==> config.mk <==
export PLATFORM = sky130hd
export DESIGN_NAME = rtc_time_counter
export DESIGN_NICKNAME = d
export VERILOG_FILES = /design/src/rtl/rtc_pkg.sv /design/src/rtl/bcd_mod_counter.sv /design/src/rtl/rtc_time_counter.sv
export SDC_FILE = /design/constraint.sdc
export NUM_CORES = 1
export LEC_CHECK = 0
export CAP_MARGIN = 30
export CORE_ASPECT_RATIO = 0.7
export CORE_UTILIZATION = 45
export DETAILED_ROUTE_END_ITERATION = 10
export PLACE_DENSITY = 0.69
export SLEW_MARGIN = 20
export SYNTH_ARGS = -nofsm -noshare
export SYNTH_HDL_FRONTEND = slang
export SYNTH_HIERARCHICAL = 1
export SYNTH_SLANG_ARGS = --single-unit
==> constraint.sdc <==
create_clock -name clk -period 3.91 [get_ports clk]
set_clock_uncertainty 0.1 [all_clocks]
set_input_delay 0.782 -clock clk [delete_from_list [all_inputs] [get_ports clk]]
set_output_delay 0.782 -clock clk [all_outputs]
set_load 0.005 [all_outputs]
==> src/rtl/rtc_pkg.sv <==
// -----------------------------------------------------------------------------
// rtc_pkg
//   Shared constants for the real-time-clock time counter.
//   - set_sel_e : encoding of the field selector used in set mode
//   - *_LIMIT   : largest legal value of each time field
//   - *_MODULUS : number of states of each field counter (limit + 1)
// -----------------------------------------------------------------------------
package rtc_pkg;

    // Field selector used while adjusting the time by hand
    typedef enum logic [1:0] {
        SEL_SEC  = 2'b00,
        SEL_MIN  = 2'b01,
        SEL_HR   = 2'b10,
        SEL_NONE = 2'b11
    } set_sel_e;

    localparam int SEC_LIMIT = 59;
    localparam int MIN_LIMIT = 59;
    localparam int HR_LIMIT  = 23;

    localparam int SEC_MODULUS = SEC_LIMIT + 1;
    localparam int MIN_MODULUS = MIN_LIMIT + 1;
    localparam int HR_MODULUS  = HR_LIMIT + 1;

endpackage

==> src/rtl/bcd_mod_counter.sv <==
// -----------------------------------------------------------------------------
// bcd_mod_counter
//   Two-digit BCD counter that counts 00 .. MODULUS-1 and wraps to 00.
//   Digits are always legal BCD and never exceed the modulus.
//
//   Ports
//     clk    : system clock, rising edge
//     clear  : synchronous clear to 00, has priority over en
//     en     : advance by one on this edge
//     tens_o : registered tens digit
//     ones_o : registered ones digit
//     carry  : high while en=1 and the counter sits at MODULUS-1, i.e. this
//              edge wraps it to 00; used to chain into the next field
// -----------------------------------------------------------------------------
module bcd_mod_counter #(
    parameter int MODULUS = 60
) (
    input  logic       clk,
    input  logic       clear,
    input  logic       en,
    output logic [3:0] tens_o,
    output logic [3:0] ones_o,
    output logic       carry
);

    localparam logic [3:0] MAX_TENS = 4'((MODULUS - 1) / 10);
    localparam logic [3:0] MAX_ONES = 4'((MODULUS - 1) % 10);

    logic [3:0] tens_q, tens_d;
    logic [3:0] ones_q, ones_d;
    logic       atMax;

    assign atMax = (tens_q == MAX_TENS) && (ones_q == MAX_ONES);
    assign carry = en && atMax;

    // Next value: terminal count wraps to 00, a ones digit of 9 rolls into
    // the tens digit, otherwise only the ones digit moves.
    always_comb begin
        tens_d = tens_q;
        ones_d = ones_q;
        if (en) begin
            if (atMax) begin
                tens_d = 4'd0;
                ones_d = 4'd0;
            end else if (ones_q == 4'd9) begin
                tens_d = tens_q + 4'd1;
                ones_d = 4'd0;
            end else begin
                ones_d = ones_q + 4'd1;
            end
        end
    end

    // Digit registers; clear doubles as the synchronous reset
    always_ff @(posedge clk) begin
        if (clear) begin
            tens_q <= 4'd0;
            ones_q <= 4'd0;
        end else begin
            tens_q <= tens_d;
            ones_q <= ones_d;
        end
    end

    assign tens_o = tens_q;
    assign ones_o = ones_q;

endmodule

==> src/rtl/rtc_time_counter.sv <==
// -----------------------------------------------------------------------------
// rtc_time_counter
//   24-hour BCD time-of-day counter driven by a prescaled 1 Hz tick, with a
//   set mode for adjusting seconds, minutes and hours by single increments.
//
//   Parameter
//     CLK_FREQ_HZ : input clock frequency, prescaler period (>= 2)
//
//   Ports
//     clk              : system clock, rising edge
//     rst_n            : synchronous active-low reset to 00:00:00
//     run              : 1 = timekeeping advances, 0 = everything holds
//     set_en           : 1 = set mode, normal counting suspended
//     set_sel          : field to adjust (sec / min / hr / none)
//     inc              : one increment of the selected field per high cycle
//     hr_tens..sec_ones: registered BCD digits of the time
//     tick_1hz         : one-cycle pulse after each seconds advance
//     day_wrap         : one-cycle pulse when 00:00:00 first appears by rollover
// -----------------------------------------------------------------------------
module rtc_time_counter
    import rtc_pkg::*;
#(
    parameter int CLK_FREQ_HZ = 50000000
) (
    input  logic       clk,
    input  logic       rst_n,
    input  logic       run,
    input  logic       set_en,
    input  logic [1:0] set_sel,
    input  logic       inc,
    output logic [3:0] hr_tens,
    output logic [3:0] hr_ones,
    output logic [3:0] min_tens,
    output logic [3:0] min_ones,
    output logic [3:0] sec_tens,
    output logic [3:0] sec_ones,
    output logic       tick_1hz,
    output logic       day_wrap
);

    localparam int                    PRESCALE_W   = (CLK_FREQ_HZ > 1) ? $clog2(CLK_FREQ_HZ) : 1;
    localparam logic [PRESCALE_W-1:0] PRESCALE_MAX = PRESCALE_W'(CLK_FREQ_HZ - 1);

    logic [PRESCALE_W-1:0] prescale_q, prescale_d;
    logic                  tick1hz_q, tick1hz_d;
    logic                  dayWrap_q, dayWrap_d;

    logic tickNow;
    logic secSetInc, minSetInc, hrSetInc;
    logic secEn, minEn, hrEn;
    logic secCarry, minCarry, hrCarry;
    logic counterClear;

    // The tick cycle is the last prescaler state while counting. set_en is
    // part of the term so a set request landing on that same cycle wins.
    assign tickNow = run && !set_en && (prescale_q == PRESCALE_MAX);

    // Prescaler: forced to 0 in set mode so the first tick after leaving set
    // mode is a full period away; frozen while run is low.
    always_comb begin
        prescale_d = prescale_q;
        if (set_en) begin
            prescale_d = '0;
        end else if (run) begin
            if (tickNow) begin
                prescale_d = '0;
            end else begin
                prescale_d = prescale_q + PRESCALE_W'(1);
            end
        end
    end

    // Set-mode decode: route an inc pulse to exactly one field
    always_comb begin
        secSetInc = 1'b0;
        minSetInc = 1'b0;
        hrSetInc  = 1'b0;
        if (set_en && inc) begin
            case (set_sel_e'(set_sel))
                SEL_SEC: secSetInc = 1'b1;
                SEL_MIN: minSetInc = 1'b1;
                SEL_HR:  hrSetInc  = 1'b1;
                default: ;
            endcase
        end
    end

    // Carries only propagate on a tick; set-mode increments wrap in place
    // because tickNow is never true while set_en is high.
    assign secEn = tickNow | secSetInc;
    assign minEn = (tickNow & secCarry) | minSetInc;
    assign hrEn  = (tickNow & minCarry) | hrSetInc;

    assign tick1hz_d = tickNow;
    assign dayWrap_d = tickNow & hrCarry;

    assign counterClear = !rst_n;

    // Prescaler and status pulse registers
    always_ff @(posedge clk) begin
        if (!rst_n) begin
            prescale_q <= '0;
            tick1hz_q  <= 1'b0;
            dayWrap_q  <= 1'b0;
        end else begin
            prescale_q <= prescale_d;
            tick1hz_q  <= tick1hz_d;
            dayWrap_q  <= dayWrap_d;
        end
    end

    bcd_mod_counter #(
        .MODULUS (SEC_MODULUS)
    ) u_seconds (
        .clk    (clk),
        .clear  (counterClear),
        .en     (secEn),
        .tens_o (sec_tens),
        .ones_o (sec_ones),
        .carry  (secCarry)
    );

    bcd_mod_counter #(
        .MODULUS (MIN_MODULUS)
    ) u_minutes (
        .clk    (clk),
        .clear  (counterClear),
        .en     (minEn),
        .tens_o (min_tens),
        .ones_o (min_ones),
        .carry  (minCarry)
    );

    bcd_mod_counter #(
        .MODULUS (HR_MODULUS)
    ) u_hours (
        .clk    (clk),
        .clear  (counterClear),
        .en     (hrEn),
        .tens_o (hr_tens),
        .ones_o (hr_ones),
        .carry  (hrCarry)
    );

    assign tick_1hz = tick1hz_q;
    assign day_wrap = dayWrap_q;

endmodule

==> summary.txt <==
clock tree from TritonCTS: yes
first-pass GRT wire length: 9735 µm
max_cap viols: 0
worst slew pin tran: 676.9 ps
PwrDens: 267.4 nW/µm²
CP startpoint kind: input pin
H-tree Lvls: 2
Mapped Area: 2719 µm²
number of global-route vias before repair: 2053
Cells after Synth: 304
crit-path max FO: 7
Syn Area/Cell: 8.944 µm²
Hold Path Stages: 2
worst-case reg-to-reg path depth: 16
relative slew slack: 54.82%
Synth Register Bits: 52
WL met3: 188 µm
layout cells sized above 1: 9.012%
pre-CTS setup slack: -111.8 ps
register area share after synthesis: 38.29%
minimum clock period after layout: 3612 ps
CP Class: input pin to flop
DRC Markers: 0
row cnt: 23
1st-iter DRT viols: 82
Leak: 1.177 nW
Post-Route WL: 5509 µm
final setup TNS: 0 ps
Layout Utilization: 55.53%
commonest non-fill, non-tap cells in the layout: dfxtp_1 (52), nor2_1 (39), clkdlybuf4s50_1 (32)
number of synthesized flops with an enable pin: 0
I/O Buffers: 32
total core area: 5784 µm²
post-synth top area cell: dfxtp_1
# clock sinks: 52
Die Wd: 94.91 µm
Final Hold Violating Endpoints: 0
clk_lat worst skew: 290 ps
post-synth net total: 324
DR vias/cell: 5.339
DP Wirelength: 4096 µm
Area Growth Syn to Fin: 18.13%
Final Cell Area: 3212 µm²
Yosys warning total: 6
ys flop type: dfxtp_1
cells along the critical path: clkdlybuf4s50_1 > and3_2 > nand4_1 > nor3_2 > or2_2 > nand4b_4 > nor2_1 > a22o_1 > nand4b_4 > nor2_1 > nand2_1 > o21ai_1 > buf_4 > nand2_1 > or4_1 > o21ai_1
# nets final: 364
placed instance area: 3127 µm²
CP peak stage delay: 480 ps
Slew Viols, Final: 0
status: complete, no violations
async set-reset flop share out of synthesis: 0%
Crit path depth: 16
largest net degree at the start of global routing: 23
drt wl/cell: 13.15 µm
# IOs: 33
largest cells by area after synthesis: dfxtp_1 (38%), ha_1 (6.0%), nor2_1 (5.4%), xor2_1 (4.8%), xnor2_1 (3.9%)
crit path DAT: 3740 ps
Slowest cell on crit path: clkdlybuf4s50_1
Reg area: 1041 µm²
top-area cell type share of the netlist area: 38.29%
Antenna Cells: 0
post-synthesis cell type count: 55
delay-heaviest family, CP: simple AND/OR/NAND/NOR gates
RSZ-0062 raised after global routing: no
Setup Viol. Count Final: 0
Filler Cell Count: 531
Die H: 67.04 µm
CTS buffer count: 5
GRT overflow: 0
initial antenna violation count: 0
DR pass1 iterations: 4
Final period util: 92.39%
Vias: 2237
Routed Antenna Nets: 0
CTS root buf: clkbuf_8
global placement routability congestion: 0.8318
clock slew at reported path FFs: 90 ps
CP Capture Type: flop
Required @ worst endpoint: 4040 ps
Total GRT Usage: 19.69%
Max clock buf depth: 2
final worst slack: 297.6 ps
met1 WL: 3020 µm
Initial Util: 47.00%
Multi-input gate area: 1563 µm²
Worst Path Buf+Inv: 2
met2 wire len: 2272 µm
worst vdd ir: 0.1619 mV
total power: 0.8589 mW
worst hold path class: flop to flop
die area: 6362 µm²
achievable clock frequency: 276.8 MHz
most common cell after layout, fill and taps aside: dfxtp_1
DR top layer: met4
[final cells by class]
class	instances	area share, %
Clock buffer	6	2.259
Multi-Input combinational cell	231	48.66
Inverter	13	1.519
Tap cell	75	2.922
Timing Repair Buffer	41	12.08
Clock inverter	1	0.1558
Sequential cell	52	32.41
[worst reg2reg max path: cells and delay by family, from the launching register on]
family | cells | cell delay [ps]
and+or+nand+nor | 11 | 1730
AOI/OAI and AO/OA | 3 | 560
DFF | 1 | 410
buffers and inverters | 1 | 220
adders and majority gates | 1 | 210
[through the flow]
stage | instances | hold slack, ps
CTS | 418 | 379.1
detailed placement | 411 | 365.7
floorplan | 304 | 335.8
global placement | 411 | 359.2
finish | 419 | 382.0
global route | 419 | 418.9
[timing repair]
item / CTS / global route
setup buffers: 0 / 1
gates resized for setup: 0 / 1
hold buffers: 0 / 0
endpoints found under the setup margin: 0 / 4
hold endpoints to repair: 0 / 0
[cells by family after synthesis]
family,count (synthesis),share of synthesized area [%]
compound gates,38,8.928
xor+xnor,27,8.698
fa+ha+maj,13,5.983
buf+inv,21,4.233
flops,52,38.29
mux,1,0.3682
simple gates,152,33.50
[synthesized netlist by cell type, types with 4 or more instances]
library cell	count
a21oi_1	9
nand2_1	21
dfxtp_1	52
o31ai_1	4
nand4_1	16
xnor2_1	12
o21ai_0	8
nand3_1	16
nor3_1	8
xor2_1	15
or4_1	5
nand2b_1	4
and3_1	6
ha_1	13
nor2_1	39
inv_1	13
[metal layers]
| layer | track usage, % | up-vias |
|---|---|---|
| li1 | - | 1156 |
| met1 | 28.03 | 1039 |
| met2 | 30.58 | 40 |
| met3 | 3.881 | 2 |
| met4 | 4.167 | 0 |
| met5 | 0 | - |
[state kept, by name, summed over array words and instances (netlist names)]
register          flops
prescale_q           26
u_hours/ones_o        4
u_hours/tens_o        4
u_minutes/ones_o      4
u_minutes/tens_o      4
u_seconds/ones_o      4
u_seconds/tens_o      4
day_wrap              1
tick_1hz              1
[final timing paths]
kind / endpoint / slack (ps) / start
max: u_hours/ones_o[2] / 300 / run
min reg2reg: prescale_q[23] / 380 / prescale_q[23]
max reg2reg: u_hours/ones_o[2] / 630 / prescale_q[0]
min: prescale_q[23] / 380 / prescale_q[23]
[report_power, final]
group	leakage (nW)	switching (mW)	internal [mW]	total, mW
logic	0.716	0.0226	0.0184	0.0410
clock network	0.0410	0.160	0.122	0.282
registers	0.419	0.00380	0.532	0.535
total	1.18	0.187	0.672	0.859
Note: power is estimated with default switching activity, not from simulation.
